--- src/rtl/hazard_ctrl.sv ---
// D-stage hazard control: tracks destination/Tnew of the instructions in E, M and W,
// and derives operand forwarding selects, the stall/flush request and a stall counter.
module hazard_ctrl (
    input  logic        clk,
    input  logic        reset,
    input  logic [4:0]  D_rs_addr,
    input  logic [4:0]  D_rt_addr,
    input  logic [1:0]  D_Tuse_rs,
    input  logic [1:0]  D_Tuse_rt,
    input  logic [4:0]  D_wa,
    input  logic [1:0]  D_Tnew,
    output logic [2:0]  s_D_rs_data,
    output logic [2:0]  s_D_rt_data,
    output logic        stall,
    output logic        E_flush,
    output logic [15:0] stall_cnt
);

    localparam int unsigned AW = 5;
    localparam int unsigned TW = 2;
    localparam int unsigned SW = 3;
    localparam int unsigned CW = 16;

    localparam logic [SW-1:0] SEL_ODATA = 3'b000;
    localparam logic [SW-1:0] SEL_EDATA = 3'b001;
    localparam logic [SW-1:0] SEL_MDATA = 3'b010;
    localparam logic [SW-1:0] SEL_WDATA = 3'b100;
    localparam logic [TW-1:0] TUSE_NONE = 2'd3;

    logic [AW-1:0] e_wa, m_wa, w_wa;
    logic [TW-1:0] e_tn, m_tn, w_tn;
    logic [SW:0]   rs_res, rt_res;

    // Youngest matching stage decides both the select and the hazard; result is {hazard, select}.
    function automatic logic [SW:0] resolve(
        input logic [AW-1:0] src,
        input logic [TW-1:0] tuse,
        input logic [AW-1:0] ewa,
        input logic [TW-1:0] etn,
        input logic [AW-1:0] mwa,
        input logic [TW-1:0] mtn,
        input logic [AW-1:0] wwa,
        input logic [TW-1:0] wtn
    );
        logic [SW-1:0] sel;
        logic          hz;
        sel = SEL_ODATA;
        hz  = 1'b0;
        if (src != '0) begin
            if (ewa == src) begin
                if (etn == '0) sel = SEL_EDATA;
                hz = (tuse != TUSE_NONE) && (etn > tuse);
            end else if (mwa == src) begin
                if (mtn == '0) sel = SEL_MDATA;
                hz = (tuse != TUSE_NONE) && (mtn > tuse);
            end else if ((wwa == src) && (wtn == '0)) begin
                sel = SEL_WDATA;
            end
        end
        return {hz, sel};
    endfunction

    function automatic logic [TW-1:0] dec_sat(input logic [TW-1:0] t);
        return (t == '0) ? '0 : TW'(t - TW'(1));
    endfunction

    always_comb begin
        rs_res      = resolve(D_rs_addr, D_Tuse_rs, e_wa, e_tn, m_wa, m_tn, w_wa, w_tn);
        rt_res      = resolve(D_rt_addr, D_Tuse_rt, e_wa, e_tn, m_wa, m_tn, w_wa, w_tn);
        s_D_rs_data = rs_res[SW-1:0];
        s_D_rt_data = rt_res[SW-1:0];
        stall       = rs_res[SW] | rt_res[SW];
        E_flush     = stall;
    end

    // Shadow pipeline shift; a stalled D instruction enters E as a bubble.
    always_ff @(posedge clk) begin
        if (reset) begin
            e_wa      <= '0;
            e_tn      <= '0;
            m_wa      <= '0;
            m_tn      <= '0;
            w_wa      <= '0;
            w_tn      <= '0;
            stall_cnt <= '0;
        end else begin
            if (stall) begin
                e_wa <= '0;
                e_tn <= '0;
            end else begin
                e_wa <= D_wa;
                e_tn <= D_Tnew;
            end
            m_wa <= e_wa;
            m_tn <= dec_sat(e_tn);
            w_wa <= m_wa;
            w_tn <= dec_sat(m_tn);
            if (stall && (stall_cnt != '1)) stall_cnt <= CW'(stall_cnt + CW'(1));
        end
    end

endmodule

--- config.mk ---
export PLATFORM = sky130hd
export DESIGN_NAME = hazard_ctrl
export DESIGN_NICKNAME = d
export VERILOG_FILES = /design/src/rtl/hazard_ctrl.sv
export SDC_FILE = /design/constraint.sdc
export NUM_CORES = 1
export LEC_CHECK = 0
export BUFFER_PORTS_ARGS = -buffer_cell sky130_fd_sc_hd__clkbuf_2
export CORE_UTILIZATION = 49
export DETAILED_ROUTE_END_ITERATION = 10
export PLACE_DENSITY = 0.73
export SLEW_MARGIN = 40
export SYNTH_ARGS = -nofsm -noshare
export SYNTH_HDL_FRONTEND = slang
export SYNTH_SLANG_ARGS = --single-unit
export TNS_END_PERCENT = 100
--- constraint.sdc ---
create_clock -name clk -period 4.95 [get_ports clk]
set_input_delay 0.2475 -clock clk [delete_from_list [all_inputs] [get_ports clk]]
set_output_delay 0.2475 -clock clk [all_outputs]
set_load 0.01 [all_outputs]
==> summary.txt <==
Port Buf Inserts: 46
CTS buffer count: 5
Fin Setup TNS: 0 ns
Crit. End Element: output pin
first-pass GRT wire length: 7040 um
crit path time final: 2.38 ns
row count: 23
antenna fix cells: 0
nets: 322
R2R cell count: 8
arrival time worst endpoint: 2.13 ns
largest net degree at the start of global routing: 39
post-synth net total: 277
Final Cell Area: 2430 um^2
CP max FO: 26
Overflow after GRT: 0
post-CTS sizing: 0
clk sinks: 37
critical path type: reg2out
CTS tree: yes
Post-CTS Setup Bufs: 0
clk_skew: 0.00171 ns
core outline area: 4060 um^2
Die H: 67.5 um
final wirelength: 4420 um
commonest non-fill, non-tap cell in the layout: clkbuf_2
Clock Pin Slew Worst Setup and Hold Paths: 0.07 ns
average via count per standard cell: 5.36
die footprint: 4550 um^2
VDD IR max: 0.179 mV
DR vias: 1817
gpl congestion: 0.841
Chip Width: 67.5 um
RSZ-0062 raised after global routing: false
Final Util: 60.0%
drt first pass iters: 4
effective utilization at floorplan: 51.8%
hold wc startpoint: D_Tnew[1]
Overall Global Routing Usage: 20.9%
count of final setup violators: 0
CP startpoint kind: flip-flop
Worst EP required: 4.70 ns
Mapped Area: 2100 um^2
Post-route DRC: 0
run status: completed
worst r2r dst: stall_cnt[8]
latest clock arrival within the worst-skew pair: 0.28 ns
worst hold path class: in2reg
final period utilization: 48.0%
Worst slew margin: 51.1%
max-slew violations: 0
initial antenna violation count: 0
register bit count reported by yosys: 37
share of post-route cells with drive strength above 1: 21.5%
Crit Reg-Reg Startpoint: m_tn[0]
Root Driver: clkbuf_8
Slew @ Worst Pin: 0.733 ns
Achievable Freq: 0.421 GHz
Mean Syn Cell Area: 8.65 um^2
Seq/Total Area, Yosys: 35.3%
Area Growth Syn to Fin: 15.8%
vias in the first global route: 1612
routed len/inst: 13.0 um
Placed Area: 2350 um^2
Synth top area share: 35.3%
Area contributors post-synth: dfxtp_1 35%, xnor2_1 9.2%, ha_1 6.6%
Final HPWL DP: 3400 um
P_leak: 0.000999 uW
PD cells: 253 nW/um^2
max_cap viols: 0
Worst Hold Path EP: e_tn[1]
hold depth: 2
synth warn: 0
r2r setup slk: 2.77 ns
most frequent cells in the layout: 46 x clkbuf_2, 37 x dfxtp_1, 22 x xnor2_1
Hold Vio Cnt, Final: 0
maximum clock insertion buffer count: 2
DRT antenna net count: 0
H-tree Lvls: 2
Mapped Cells: 243
post-synth top area cell: dfxtp_1
Synth cell types: 36
# IOs: 47
initial drt markers: 78
hold_buf cts: 0
-- stage by stage --
stage	setup slack (ns)	hold slack, ns	power (uW)	instances
after global placement	2.78	0.413	423	331
after CTS	2.56	0.157	625	339
after floorplan	3.02	0.369	394	243
after global routing	2.38	0.161	647	339
after detailed placement	2.70	0.410	426	331
final	2.57	0.163	617	339
-- synth_stat cells, drive strengths merged --
master    n
nor3b     1
o21ai     9
o22ai     2
a222oi    2
and2      9
and3      3
nand2b    4
o2111ai   2
and4      3
or3       9
xnor2    22
buf       4
and2b     1
nor2b    18
clkbuf    4
nand4     5
mux2i     1
mux2      6
nand2    15
nor2     13
dfxtp    37
inv      12
ha       11
o31a      2
a22oi     3
nand3    11
xor2      8
nor4      6
nor3     11
a21oi     9
-- worst max-delay path by stage --
stage	cells after the start	to	startpoint	slack, ns
finish	7	E_flush	e_tn[1]	2.57
global route	7	E_flush	m_tn[1]	2.38
floorplan	8	stall	e_tn[1]	3.02
global placement	9	stall_cnt[8]	D_Tuse_rs[1]	2.78
detailed placement	9	stall_cnt[8]	D_Tuse_rs[1]	2.70
CTS	7	E_flush	m_tn[1]	2.56
-- metal layers --
metal | vias up | wire, um | global-route usage (%)
li1 | 935 | - | -
met1 | 843 | 2000 | 23.5
met2 | 34 | 2230 | 38.9
met3 | 5 | 152 | 4.56
met4 | 0 | 40 | 5.85
met5 | - | 0 | 0
-- cell families (layout without fill, tap and decap cells) --
kind of cell	count (synthesis)	count (layout)	share of synthesized area, %
adders and majority gates	11	11	6.55
muxes	7	7	3.69
and+or+nand+nor	109	109	28.6
AOI/OAI and AO/OA	29	29	9.23
DFF	37	37	35.3
xor gates and xnor gates	30	30	12.5
buffers and inverters	20	66	4.17
-- sequential cells by signal (all words and copies together) (netlist names) --
| register | flops |
|---|---|
| w_tn | 2 |
| e_tn | 2 |
| m_wa | 5 |
| w_wa | 5 |
| e_wa | 5 |
| stall_cnt | 16 |
| m_tn | 2 |
-- worst max-delay path, cell delays in order (launching register included) --
cell      delay (ns)
dfxtp_1         0.39
ha_1            0.26
nand2b_1        0.07
a222oi_1        0.07
o31a_1          0.28
a22oi_4         0.51
inv_1           0.11
clkbuf_2        0.15
-- power breakdown --
group | internal [uW] | leakage (uW) | switching [uW]
Sequential | 309 | 0.000302 | 10.0
Clock | 97.5 | 0.0000450 | 100
Combinational | 46.0 | 0.000653 | 54.2
-- cell type report --
cell class | count | area, um^2
repair buffers | 46 | 230
well taps | 50 | 62.6
flip-flops and latches | 37 | 741
clock buffers | 6 | 72.6
inverters | 12 | 45.0
multi-input cells | 186 | 1270
clock inverters | 2 | 10.0
fillers | 370 | 1620
(Power assumes the default switching activity.)
